$ cat src/rtl/me_pkg.sv
// me_pkg: shared types and default sizes for the motion-estimation load
// sequencer.
//   me_load_state_t : controller states
//   *_DEF constants : default widths/sizes used as parameter defaults
package me_pkg;

  localparam int DATA_W_DEF    = 64;
  localparam int R_W_DEF       = 4;
  localparam int CUR_WORDS_DEF = 32;
  localparam int REF_WORDS_DEF = 128;
  localparam int TIMEOUT_DEF   = 4096;

  typedef enum logic [2:0] {
    ST_IDLE     = 3'd0,
    ST_LOAD_CUR = 3'd1,
    ST_LOAD_REF = 3'd2,
    ST_START    = 3'd3,
    ST_WAIT     = 3'd4,
    ST_DONE     = 3'd5
  } me_load_state_t;

endpackage

$ cat src/rtl/me_load_ctrl_if.sv
// me_load_ctrl_if: 64-bit valid/ready word stream feeding the load sequencer.
//   in_valid : source has a word
//   in_data  : the word
//   in_ready : sink accepts the word this cycle
// Modports: master = stream source, slave = the controller.
interface me_load_ctrl_if
  import me_pkg::*;
#(
  parameter int DATA_W = DATA_W_DEF
);
  logic              in_valid;
  logic [DATA_W-1:0] in_data;
  logic              in_ready;

  modport master (output in_valid, output in_data, input in_ready);
  modport slave  (input in_valid, input in_data, output in_ready);
endinterface

$ cat src/rtl/me_wr_port.sv
// me_wr_port: registered write stage for one engine memory.
//   clk, rst_n     : clock, asynchronous active-low reset
//   wr_req         : write this cycle's address/data (strobe follows next cycle)
//   wr_addr/wr_data: address and data to register
//   address_write, data_write, write_enable : registered memory write port
// Address/data hold their last value between strobes; the strobe lasts
// exactly one cycle per request.
module me_wr_port #(
  parameter int AW = 5,
  parameter int DW = 64
) (
  input  logic          clk,
  input  logic          rst_n,
  input  logic          wr_req,
  input  logic [AW-1:0] wr_addr,
  input  logic [DW-1:0] wr_data,
  output logic [AW-1:0] address_write,
  output logic [DW-1:0] data_write,
  output logic          write_enable
);

  logic [AW-1:0] addr_q, addr_d;
  logic [DW-1:0] data_q, data_d;
  logic          we_q, we_d;

  always_comb begin
    addr_d = addr_q;
    data_d = data_q;
    we_d   = wr_req;
    if (wr_req) begin
      addr_d = wr_addr;
      data_d = wr_data;
    end
  end

  always_ff @(posedge clk or negedge rst_n) begin
    if (!rst_n) begin
      addr_q <= '0;
      data_q <= '0;
      we_q   <= 1'b0;
    end else begin
      addr_q <= addr_d;
      data_q <= data_d;
      we_q   <= we_d;
    end
  end

  assign address_write = addr_q;
  assign data_write    = data_q;
  assign write_enable  = we_q;

endmodule

$ cat src/rtl/me_load_ctrl.sv
// me_load_ctrl: sequencer in front of the motion-estimation engine.
// Fills the current-block memory, then (unless a held reference window is
// reused) the reference-window memory, pulses the engine start and waits for
// completion with a timeout.
//   clk, reset           : clock, asynchronous active-low reset
//   go, cfg_r, reuse_ref : job request and its settings (sampled in IDLE)
//   abort                : return to IDLE from any busy state
//   in_if (slave)        : 64-bit valid/ready word stream
//   *_write_cur/_ref     : registered memory write ports
//   r, me_start, me_done : engine interface
//   busy, done, timeout_err : status
module me_load_ctrl
  import me_pkg::*;
#(
  parameter int DATA_W    = DATA_W_DEF,
  parameter int CUR_AW    = 5,
  parameter int REF_AW    = 7,
  parameter int CUR_WORDS = CUR_WORDS_DEF,
  parameter int REF_WORDS = REF_WORDS_DEF,
  parameter int R_W       = R_W_DEF,
  parameter int TIMEOUT   = TIMEOUT_DEF
) (
  input  logic              clk,
  input  logic              reset,
  input  logic              go,
  input  logic [R_W-1:0]    cfg_r,
  input  logic              reuse_ref,
  input  logic              abort,
  me_load_ctrl_if.slave     in_if,
  output logic [CUR_AW-1:0] address_write_cur,
  output logic [DATA_W-1:0] data_write_cur,
  output logic              write_enable_cur,
  output logic [REF_AW-1:0] address_write_ref,
  output logic [DATA_W-1:0] data_write_ref,
  output logic              write_enable_ref,
  output logic [R_W-1:0]    r,
  output logic              me_start,
  input  logic              me_done,
  output logic              busy,
  output logic              done,
  output logic              timeout_err
);

  localparam int TW = $clog2(TIMEOUT);
  localparam logic [CUR_AW-1:0] CUR_LAST = CUR_AW'(CUR_WORDS - 1);
  localparam logic [REF_AW-1:0] REF_LAST = REF_AW'(REF_WORDS - 1);
  // Compared against the count before increment, so WAIT lasts at most
  // TIMEOUT-1 cycles and the error shows TIMEOUT cycles after me_start.
  localparam logic [TW-1:0]     WAIT_LAST = TW'(TIMEOUT - 2);

  me_load_state_t    state_q, state_d;
  logic [CUR_AW-1:0] cur_cnt_q, cur_cnt_d;
  logic [REF_AW-1:0] ref_cnt_q, ref_cnt_d;
  logic [TW-1:0]     wait_cnt_q, wait_cnt_d;
  logic [R_W-1:0]    cfg_q, cfg_d;
  logic              reuse_q, reuse_d;
  logic              ref_valid_q, ref_valid_d;
  logic              err_q, err_d;

  logic accept;
  logic cur_wr;
  logic ref_wr;
  logic start_c;
  logic done_c;

  assign in_if.in_ready = (state_q == ST_LOAD_CUR) || (state_q == ST_LOAD_REF);
  assign accept         = in_if.in_valid & in_if.in_ready;

  always_comb begin
    state_d     = state_q;
    cur_cnt_d   = cur_cnt_q;
    ref_cnt_d   = ref_cnt_q;
    wait_cnt_d  = wait_cnt_q;
    cfg_d       = cfg_q;
    reuse_d     = reuse_q;
    ref_valid_d = ref_valid_q;
    err_d       = err_q;
    cur_wr      = 1'b0;
    ref_wr      = 1'b0;
    start_c     = 1'b0;
    done_c      = 1'b0;

    if (abort) begin
      // Abort beats every transition, including a go seen in IDLE. Any word
      // presented this cycle is dropped; ref_valid is already 0 in LOAD_REF.
      state_d    = ST_IDLE;
      cur_cnt_d  = '0;
      ref_cnt_d  = '0;
      wait_cnt_d = '0;
    end else begin
      unique case (state_q)
        ST_IDLE: begin
          if (go) begin
            cfg_d     = cfg_r;
            reuse_d   = reuse_ref;
            err_d     = 1'b0;
            cur_cnt_d = '0;
            ref_cnt_d = '0;
            state_d   = ST_LOAD_CUR;
          end
        end
        ST_LOAD_CUR: begin
          if (accept) begin
            cur_wr = 1'b1;
            if (cur_cnt_q == CUR_LAST) begin
              cur_cnt_d = '0;
              if (reuse_q && ref_valid_q) begin
                state_d = ST_START;
              end else begin
                ref_valid_d = 1'b0;
                state_d     = ST_LOAD_REF;
              end
            end else begin
              cur_cnt_d = cur_cnt_q + 1'b1;
            end
          end
        end
        ST_LOAD_REF: begin
          if (accept) begin
            ref_wr = 1'b1;
            if (ref_cnt_q == REF_LAST) begin
              ref_cnt_d   = '0;
              ref_valid_d = 1'b1;
              state_d     = ST_START;
            end else begin
              ref_cnt_d = ref_cnt_q + 1'b1;
            end
          end
        end
        ST_START: begin
          start_c    = 1'b1;
          wait_cnt_d = '0;
          state_d    = ST_WAIT;
        end
        ST_WAIT: begin
          // me_done is checked first so it wins over a coincident timeout.
          if (me_done) begin
            state_d = ST_DONE;
          end else if (wait_cnt_q == WAIT_LAST) begin
            err_d   = 1'b1;
            state_d = ST_DONE;
          end else begin
            wait_cnt_d = wait_cnt_q + 1'b1;
          end
        end
        ST_DONE: begin
          done_c  = 1'b1;
          state_d = ST_IDLE;
        end
        default: state_d = ST_IDLE;
      endcase
    end
  end

  always_ff @(posedge clk or negedge reset) begin
    if (!reset) begin
      state_q     <= ST_IDLE;
      cur_cnt_q   <= '0;
      ref_cnt_q   <= '0;
      wait_cnt_q  <= '0;
      cfg_q       <= '0;
      reuse_q     <= 1'b0;
      ref_valid_q <= 1'b0;
      err_q       <= 1'b0;
    end else begin
      state_q     <= state_d;
      cur_cnt_q   <= cur_cnt_d;
      ref_cnt_q   <= ref_cnt_d;
      wait_cnt_q  <= wait_cnt_d;
      cfg_q       <= cfg_d;
      reuse_q     <= reuse_d;
      ref_valid_q <= ref_valid_d;
      err_q       <= err_d;
    end
  end

  me_wr_port #(.AW(CUR_AW), .DW(DATA_W)) u_wr_cur (
    .clk           (clk),
    .rst_n         (reset),
    .wr_req        (cur_wr),
    .wr_addr       (cur_cnt_q),
    .wr_data       (in_if.in_data),
    .address_write (address_write_cur),
    .data_write    (data_write_cur),
    .write_enable  (write_enable_cur)
  );

  me_wr_port #(.AW(REF_AW), .DW(DATA_W)) u_wr_ref (
    .clk           (clk),
    .rst_n         (reset),
    .wr_req        (ref_wr),
    .wr_addr       (ref_cnt_q),
    .wr_data       (in_if.in_data),
    .address_write (address_write_ref),
    .data_write    (data_write_ref),
    .write_enable  (write_enable_ref)
  );

  // r carries the range latched at the last accepted go.
  assign r           = cfg_q;
  assign me_start    = start_c;
  assign done        = done_c;
  assign busy        = (state_q != ST_IDLE);
  assign timeout_err = err_q;

endmodule

$ cat src/flat_wrapper.sv
// flat-port wrapper written by rule: the top's interface ports become plain ports
module me_load_ctrl_flat import me_pkg::*;
#(
  parameter int DATA_W    = DATA_W_DEF,
  parameter int CUR_AW    = 5,
  parameter int REF_AW    = 7,
  parameter int CUR_WORDS = CUR_WORDS_DEF,
  parameter int REF_WORDS = REF_WORDS_DEF,
  parameter int R_W       = R_W_DEF,
  parameter int TIMEOUT   = TIMEOUT_DEF
)
  (clk, reset, go, cfg_r, reuse_ref, abort, address_write_cur, data_write_cur, write_enable_cur, address_write_ref, data_write_ref, write_enable_ref, r, me_start, me_done, busy, done, timeout_err, in_if_in_valid, in_if_in_data, in_if_in_ready);
  me_load_ctrl_if #(.DATA_W(DATA_W)) in_if_i ();
  input  logic clk;
  input  logic reset;
  input  logic go;
  input  logic [R_W-1:0] cfg_r;
  input  logic reuse_ref;
  input  logic abort;
  output logic [CUR_AW-1:0] address_write_cur;
  output logic [DATA_W-1:0] data_write_cur;
  output logic write_enable_cur;
  output logic [REF_AW-1:0] address_write_ref;
  output logic [DATA_W-1:0] data_write_ref;
  output logic write_enable_ref;
  output logic [R_W-1:0] r;
  output logic me_start;
  input  logic me_done;
  output logic busy;
  output logic done;
  output logic timeout_err;
  input wire logic [$bits(in_if_i.in_valid)-1:0] in_if_in_valid;
  input wire logic [$bits(in_if_i.in_data)-1:0] in_if_in_data;
  output wire logic [$bits(in_if_i.in_ready)-1:0] in_if_in_ready;
  assign in_if_i.in_valid = in_if_in_valid;
  assign in_if_i.in_data = in_if_in_data;
  assign in_if_in_ready = in_if_i.in_ready;
  me_load_ctrl #(.DATA_W(DATA_W), .CUR_AW(CUR_AW), .REF_AW(REF_AW), .CUR_WORDS(CUR_WORDS), .REF_WORDS(REF_WORDS), .R_W(R_W), .TIMEOUT(TIMEOUT)) u_core (.clk(clk), .reset(reset), .go(go), .cfg_r(cfg_r), .reuse_ref(reuse_ref), .abort(abort), .in_if(in_if_i), .address_write_cur(address_write_cur), .data_write_cur(data_write_cur), .write_enable_cur(write_enable_cur), .address_write_ref(address_write_ref), .data_write_ref(data_write_ref), .write_enable_ref(write_enable_ref), .r(r), .me_start(me_start), .me_done(me_done), .busy(busy), .done(done), .timeout_err(timeout_err));
endmodule
$ cat config.mk
export PLATFORM = sky130hd
export DESIGN_NAME = me_load_ctrl_flat
export DESIGN_NICKNAME = d
export VERILOG_FILES = /design/src/rtl/me_pkg.sv /design/src/rtl/me_load_ctrl_if.sv /design/src/rtl/me_wr_port.sv /design/src/rtl/me_load_ctrl.sv /design/src/flat_wrapper.sv
export SDC_FILE = /design/constraint.sdc
export NUM_CORES = 1
export LEC_CHECK = 0
export ABC_AREA = 1
export BUFFER_PORTS_ARGS = -buffer_cell sky130_fd_sc_hd__buf_2
export CAP_MARGIN = 20
export CORE_MARGIN = 10
export CORE_UTILIZATION = 35
export CTS_CLUSTER_SIZE = 24
export DETAILED_ROUTE_END_ITERATION = 12
export SLEW_MARGIN = 0
export SYNTH_ARGS = -nofsm -noshare
export SYNTH_HDL_FRONTEND = slang
export SYNTH_SLANG_ARGS = --single-unit
$ cat constraint.sdc
create_clock -name clk -period 3.9 [get_ports clk]
set_input_delay 0.195 -clock clk [delete_from_list [all_inputs] [get_ports clk]]
set_output_delay 0.195 -clock clk [all_outputs]
set_load 0.01 [all_outputs]
---- After elaboration in Yosys (flattened, before gate mapping) ----
Cells that the tools add are included.
Widths: inputs -> output; s select.
operators by class
  $add $sub $neg .......................... 3
  equal/unequal tests ..................... 24
  muxes and demuxes ....................... 43
  bitwise gates (word level) .............. 2
  reduce and logical (&&, ||, !) cells .... 16
operators with widths
  kind                   number
  $mux 12                3
  $mux 7                 4
  $mux 3                 8
  $pmux 12 s2            1
  $mux 5                 4
  $mux 1                 18
  $ne 3x3->1 const B     5
  $pmux 3 s5             1
  $pmux 7 s2             1
  $add 12x1->12 const B  1
  $eq 12x12->1 const B   1
  $reduce_and 3->1       4
  $reduce_bool 3->1      4
  $ne 2x2->1 const B     5
  $pmux 5 s2             1
  $add 7x1->7 const B    1
  $eq 7x7->1 const B     1
  $reduce_and 7->1       1
  $eq 3x2->1 const B     2
  $eq 3x3->1 const B     2
  $ne 2x1->1 const B     3
  $ne 3x2->1 const B     2
  $reduce_and 6->1       1
  $add 5x1->5 const B    1
  other kinds (11)       13
word-level totals
  flip-flop bits (word level) ............. 176
  bits of input ports ..................... 75
  output and inout port bits .............. 151

---- Logic depth before layout (Yosys ltp) ----
Gate-level depths: netlist of the first run.
  depth in word-level cells ............... 6
  mapped depth ............................ 11
  mapped depth without buffers ............ 11

---- By module ----
From an unflattened synthesis of the first run, not the netlist that was laid out.
second synthesis, totals
  cell total of the unflattened synthesis .. 905
  area, all modules ....................... 7597.3 sq um
modules (own cells, without submodules)
  module                         instances  cells each  area each (sq um)  sequential area each (sq um)
  me_wr_port at u_core.u_wr_ref  1          301         2733.9             1801.7
  me_wr_port at u_core.u_wr_cur  1          293         2633.8             1751.7
  me_load_ctrl                   1          311         2229.6             850.8

---- Least setup slack after synthesis of the first run ----
OpenSTA, ideal clock, no wires.
  path kind ............................... flip-flop to flip-flop
  start ................................... register u_core.state_q[0]
  end ..................................... register u_core.u_wr_ref.data_q[48] (netlist: u_core.u_wr_ref.data_write[48])
  setup time .............................. 0.117 ns
  arrival ................................. 1.415 ns
  data required time ...................... 3.783 ns
  path slack .............................. 2.368 ns
  cell stages (with the launch flop) ...... 9
  cells stage by stage .................... dfrtp_1 > nor3_4 > inv_4 > nor2_4 > inv_2 > buf_6 > buf_6 > nand2_2 > o21ai_2
on the way
  longest elaborated chain between the ends .. 6
  elaborated cells on any way between the ends .. 7
ends and longest elaborated chain
  element                                   line                                    source
  start, declared                           me_load_ctrl.sv:51                      me_load_state_t state_q, state_d;
  start signal, assigned                    me_load_ctrl.sv:166                     state_q <= state_d;
  $eq 3x1->1 or $eq 3x2->1 (tied branches)  me_load_ctrl.sv:66, me_load_ctrl.sv:91
  $logic_or 1x1->1                          me_load_ctrl.sv:66                      assign in_if.in_ready = (state_q == ST_LOAD_CUR) || (state_q == ST_LOAD_REF);
  $and 1x1->1                               me_load_ctrl.sv:67                      assign accept = in_if.in_valid & in_if.in_ready;
  $mux 1                                    me_load_ctrl.sv:119                     if (accept) begin
  $mux 1 *                                  me_load_ctrl.sv:91                      unique case (state_q)
  $mux 1 *                                  me_load_ctrl.sv:83                      if (abort) begin
  named net u_core.ref_wr                   me_load_ctrl.sv:62                      logic ref_wr;
  end signal, assigned                      me_wr_port.sv:43                        data_q <= data_d;
  end, declared                             me_wr_port.sv:23                        logic [DW-1:0] data_q, data_d;
The timed path passes the listed nets; every way through them passes the cells marked *.
A chain may end at the register's enable or synchronous reset.

---- Worst setup path after layout of the first run ----
  start ................................... register u_core.state_q[0]
  end ..................................... register u_core.u_wr_ref.data_q[3] (netlist: u_core.u_wr_ref.data_write[3])
Same word-level chain as after synthesis.

==> impl_metrics.env, run 1 <==
export IMPL_finalHoldViolCount=0
export IMPL_period_share_pct=60.83
export IMPL_ys_ff_latch=176
export IMPL_drc=0
export IMPL_dieArea_um2=27300
export IMPL_dpl_hpwl_mm=14.94
export IMPL_cts_path_max_buffers=2
export IMPL_switching_power_w=0.002677
export IMPL_synthArstFlopShare_pct=100.0
export IMPL_ant_nets=0
export IMPL_path_class="reg2reg"
export IMPL_cts_resized=0
export IMPL_first_pass_iters=5
export IMPL_path_clk_slew_ns=0.08
export IMPL_cp_startpoint="u_core.state_q[0]"
export IMPL_dp_slack_ns=1.470
export IMPL_cap_violations=0
export IMPL_start_util_pct=35.33
export IMPL_netlist_area_leader_share_pct=59.67
export IMPL_yosys_top_cells_count="nand2_1 (216), dfrtp_1 (176), inv_1 (97)"
export IMPL_wl_per_cell_um=15.50
export IMPL_cts_tree="done"
export IMPL_die_y_um=165.2
export IMPL_status="finished, final reports clean"
export IMPL_synthToLayoutAreaGrowth_pct=27.31
export IMPL_ioPinCount=226
export IMPL_synth_edf_count=0
export IMPL_path_cells="nor3_4 -> inv_4 -> nor2_4 -> inv_4 -> buf_4 -> nand2_1 -> o21ai_1"
export IMPL_internal_power_w=0.004394
export IMPL_slew_limit_headroom_pct=31.77
export IMPL_core_um2=20890
export IMPL_crit_arrival_ns=2.72
export IMPL_ys_warn_count=0
export IMPL_synth_fp_nets=887
export IMPL_setup_slack_ns=1.528
export IMPL_p_comb_share_pct=33.3
export IMPL_grt_usage_pct=14.68
export IMPL_hold_path_class="in2reg"
export IMPL_synthesis_instances=807
export IMPL_wirelength_mm=20.43
export IMPL_required_ns=4.25
export IMPL_yosysMostFrequentCell="nand2_1"
export IMPL_diodes=0
export IMPL_clock_sinks=176
export IMPL_rsz0062_at_grt="false"
export IMPL_cts_setup_buffers=0
export IMPL_htree_num_levels=4
export IMPL_post_route_min_period_ns=2.372
export IMPL_synth_area_top_cells="dfrtp_1 (60%), nand2_1 (11%), o21ai_1 (6.5%)"
export IMPL_vias_per_cell=4.561
export IMPL_die_width_um=165.2
export IMPL_ir_drop_mv=0.3199
export IMPL_crit_path_end_kind="flop"
export IMPL_grt_max_degree=100
export IMPL_seq_area_frac_synth_pct=59.67
export IMPL_clkPwrFrac_pct=24.8
export IMPL_syn_area_um2=7381
export IMPL_cp_max_fo=99
export IMPL_p_leak_nw=5.029
export IMPL_grt_pass1_wl_mm=31.95
export IMPL_nets=1110
export IMPL_finalClockSkew_ns=0.01124
export IMPL_grt_pass1_vias=5999
export IMPL_drt_initial_drc_count=415
export IMPL_fmax_mhz=421.5
export IMPL_insertion_delay_ns=0.43
export IMPL_place_gp_congestion=0.8565
export IMPL_power_density_nw_per_um2=752.5
export IMPL_worstSetupStartpointType="flop"
export IMPL_postLayoutCoreUtil_pct=44.98
export IMPL_slowest_delay_ns=0.64
export IMPL_numPortBuffers=225
export IMPL_synth_main_ff_cell="dfrtp_1"
export IMPL_p_sw_share_pct=37.86
export IMPL_syn_area_per_cell_um2=9.146
export IMPL_gr_total_overflow=0
export IMPL_antenna_found_initial=1
export IMPL_worstMarginPinSlew_ns=1.023
export IMPL_synth_distinct_cells=34
export IMPL_cts_buffers=17
export IMPL_cpMostUsedCell="inv_4"
export IMPL_vias=6011
export IMPL_hold_start="in_if_in_data[59]"
export IMPL_cp_slowest_cell="inv_4"
export IMPL_reg2reg_from="u_core.state_q[0]"
export IMPL_drive_gt1_share_pct=28.38
export IMPL_fin_tns_setup_ns=0
export IMPL_setup_viol=0
export IMPL_clockRootBuffer="clkbuf_16"
export IMPL_seqPwrFrac_pct=41.8
export IMPL_row_count=53
export IMPL_synth_largest_area_cell="dfrtp_1"
export IMPL_drv_slew=0
-- worst max-delay path, delay by kind of cell (launching register included) --
family	cells	cell delay [ns]
AO/OA/AOI/OAI	1	0.11
AND/OR/NAND/NOR	3	0.28
buffers and inverters	3	1.35
flip-flops	1	0.52
-- logic make-up after synthesis --
kind of cell / Yosys count / share of synthesized area, %
multiplexers: 1 / 0.1356
AO/OA/AOI/OAI: 173 / 12.44
XOR/XNOR: 5 / 0.5933
buffers and inverters: 138 / 8.408
adder cells (fa/ha/maj): 5 / 0.8476
AND/OR/NAND/NOR: 309 / 17.90
flip-flops: 176 / 59.67
-- metrics by stage --
step           hold WS [ns]  instance area (um2)  power [W]  cells
4_1_cts            0.003178                 9397   0.007182   1318
3_3_place_gp         0.3525                 8677   0.005334   1276
5_1_grt             0.01287                 9397   0.007613   1318
6_report            0.02324                 9397   0.007071   1318
3_5_place_dp         0.3632                 8677   0.005390   1276
2_1_floorplan       -0.1006                 7381   0.004222    807
-- layer usage --
| metal | vias to the layer above | GRT usage, % | wire, um |
|---|---|---|---|
| met3 | 18 | 4.636 | 1913 |
| li1 | 3029 | - | - |
| met2 | 184 | 22.87 | 9279 |
| met1 | 2780 | 18.88 | 8970 |
| met5 | - | 0 | 0 |
| met4 | 0 | 5.153 | 267 |
-- power by group through the flow --
stage | sequential (W) | clock, W | combinational (W)
after global routing | 0.00305 | 0.00189 | 0.00267
after global placement | 0.00297 | 0 | 0.00237
after CTS | 0.00296 | 0.00181 | 0.00242
after floorplan | 0.00327 | 0 | 0.000950
final | 0.00296 | 0.00176 | 0.00236
after detailed placement | 0.00298 | 0 | 0.00241
-- cell type report --
class,count,area (um2)
repair buffers,240,1282
inverters,102,390.4
clock inverters,15,193.9
fillers,2072,11490
flip-flops and latches,176,4404
multi-input cells,493,2356
well taps,275,344.1
clock buffers,17,425.4
-- final timing paths --
path | end | slack, ns | cells after the start
max | u_core.u_wr_ref.data_write[3] | 1.53 | 7
min | u_core.u_wr_cur.data_write[59] | 0.02 | 3
max reg2reg | u_core.u_wr_ref.data_write[3] | 1.53 | 7
min reg2reg | u_core.r[0] | 0.48 | 2
max in group asynchronous | u_core.u_wr_ref.data_write[37] | 2.47 | 3
min in group asynchronous | u_core.u_wr_ref.data_write[32] | 0.44 | 2
-- placed cells by master (no fill, tap or decap), drive strengths merged, types with 10 or more instances in the layout --
cell type and count:
buf 230, nand2 225, dfrtp 176, o21ai 165
inv 110, nand3 33, nor2 33, clkbuf 17
nand4 11, dlygate4sd3 10
-- registers in the layout, indices dropped and copies added, names as in the netlist, 3 cells and up --
register,cells
u_core.u_wr_cur.data_write,64
u_core.wait_cnt_q,12
u_core.u_wr_ref.data_write,64
u_core.r,4
u_core.cur_cnt_q,5
u_core.ref_cnt_q,7
u_core.u_wr_cur.address_write,5
u_core.u_wr_ref.address_write,7
u_core.state_q,3
-- timing repair --
item / CTS / global route
endpoints found under the setup margin: 0 / 0
hold buffers: 10 / 0
endpoints found under the hold margin: 100 / 0
Power figures use the tool's default switching activity.
==> inputs of run 2 (changes only) <==
==> constraint.sdc (replaced) <==
create_clock -name clk -period 2.1 [get_ports clk]
set_input_delay 0.105 -clock clk [delete_from_list [all_inputs] [get_ports clk]]
set_output_delay 0.105 -clock clk [all_outputs]
set_load 0.01 [all_outputs]
==> impl_metrics.env, run 2 (synthesis gave the netlist of run 1 again) <==
export IMPL_status="finished, final reports clean"
export IMPL_vias=6233
export IMPL_die_y_um=165.2
export IMPL_grt_pass1_wl_mm=33.47
export IMPL_dieArea_um2=27300
export IMPL_design_area_um2=10100
export IMPL_path_class="reg2out"
export IMPL_cap_violations=0
export IMPL_row_count=53
export IMPL_required_ns=2.00
export IMPL_setup_viol=0
export IMPL_numPortBuffers=225
export IMPL_drive_gt1_share_pct=27.40
export IMPL_finalHoldViolCount=0
export IMPL_vias_per_cell=4.491
export IMPL_crit_arrival_ns=1.68
export IMPL_post_route_min_period_ns=1.785
export IMPL_p_comb_share_pct=34.1
export IMPL_nets=1180
export IMPL_period_share_pct=85.00
export IMPL_final_common_cell="buf_2"
export IMPL_grt_pass1_vias=6025
export IMPL_seqPwrFrac_pct=41.5
export IMPL_switching_power_w=0.004980
export IMPL_wirelength_mm=21.17
export IMPL_dpl_hpwl_mm=15.22
export IMPL_clock_sinks=176
export IMPL_place_gp_congestion=0.8280
export IMPL_start_util_pct=35.33
export IMPL_cp_num_buf_inv=2
export IMPL_critical_path_top_delay_family="simple AND/OR/NAND/NOR gates"
export IMPL_cp_max_fo=8
export IMPL_cts_buffers=17
export IMPL_cts_setup_buffers=0
export IMPL_grt_max_degree=75
export IMPL_ir_drop_mv=0.5473
export IMPL_cts_hold_buf=71
export IMPL_p_sw_share_pct=37.62
export IMPL_worstMarginPinSlew_ns=0.5933
export IMPL_cp_slowest_cell="dfrtp_1"
export IMPL_place_area_um2=8782
export IMPL_worstSetupStartpointType="flop"
export IMPL_grt_usage_pct=15.28
export IMPL_drv_slew=0
export IMPL_cts_tree="done"
export IMPL_drc=0
export IMPL_first_pass_iters=4
export IMPL_clockRootBuffer="clkbuf_16"
export IMPL_finalPower_w=0.01324
export IMPL_fin_tns_setup_ns=0
export IMPL_insertion_delay_ns=0.42
export IMPL_drt_initial_drc_count=522
export IMPL_slowest_delay_ns=0.48
export IMPL_path_cells="nor3_4 -> inv_4 -> nand2_1 -> buf_2"
export IMPL_die_width_um=165.2
export IMPL_gr_total_overflow=0
export IMPL_antenna_found_initial=0
export IMPL_cts_resized=0
export IMPL_p_leak_nw=5.339
export IMPL_fmax_mhz=560.2
export IMPL_power_density_nw_per_um2=1310
export IMPL_htree_num_levels=4
export IMPL_path_clk_slew_ns=0.07
export IMPL_clkPwrFrac_pct=24.4
export IMPL_ioPinCount=226
export IMPL_hold_path_class="in2reg"
export IMPL_core_um2=20890
export IMPL_finalClockSkew_ns=0.01218
export IMPL_internal_power_w=0.008258
export IMPL_cts_path_max_buffers=2
export IMPL_reg2reg_slack_ns=0.33
export IMPL_hold_slack_ns=0.05149
export IMPL_rsz0062_at_grt="false"
export IMPL_ant_nets=0
export IMPL_diodes=0
export IMPL_slew_limit_headroom_pct=60.45
export IMPL_crit_path_end_kind="primary output"
export IMPL_final_cell_mix="buf_2 (224), nand2_1 (216), dfrtp_1 (176), inv_1 (97), o21ai_1 (96)"
export IMPL_wl_per_cell_um=15.25
export IMPL_synthToLayoutAreaGrowth_pct=36.90
run 2: layout make-up:
type	count	area, um2
clock buffers	17	425.4
clock inverters	15	186.4
fillers	1959	10780
inverters	102	390.4
multi-input cells	493	2356
flip-flops and latches	176	4404
well taps	275	344.1
repair buffers	310	1998
run 2: final timing paths:
kind / from / cells past startpoint / endpoint
setup / recovery: u_core.state_q[0] / 4 / in_if_in_ready
hold / removal: abort / 2 / u_core.state_q[2]
setup reg to reg: u_core.state_q[0] / 7 / u_core.u_wr_ref.data_write[16]
hold reg to reg: u_core.r[3] / 2 / u_core.r[3]
max in group asynchronous: reset / 3 / u_core.u_wr_cur.address_write[2]
min in group asynchronous: reset / 2 / u_core.u_wr_cur.data_write[32]
run 2: metal layers:
layer | GRT usage (%) | share of wire (%) | wire, um
met1 | 20.46 | 44 | 9275
met2 | 23.64 | 46 | 9800
met3 | 4.958 | 8.8 | 1867
met4 | 3.382 | 1.1 | 226
met5 | 0 | 0 | 0
run 2: power by group through the flow:
stage | clock network [W] | registers, W | logic (W)
after floorplan | 0 | 0.00608 | 0.00176
after global placement | 0 | 0.00552 | 0.00442
after detailed placement | 0 | 0.00553 | 0.00450
after CTS | 0.00332 | 0.00548 | 0.00461
after global routing | 0.00347 | 0.00565 | 0.00506
final | 0.00324 | 0.00549 | 0.00451
run 2: per-stage QoR:
stage	util, %	worst slack [ns]	std cells
2_1_floorplan	-	0.5676	807
3_3_place_gp	42.04	0.3529	1285
3_5_place_dp	42.04	0.3291	1285
4_1_cts	48.37	0.2937	1388
5_1_grt	48.37	0.1608	1388
6_report	48.37	0.3150	1388
run 2: worst register-to-register path: stages (launching register included):
cell and delay [ns]:
dfrtp_1 0.48, nor3_4 0.40, inv_4 0.12, nor2_4 0.13, inv_4 0.13, buf_12 0.21, nand2_1 0.12, o21ai_1 0.06
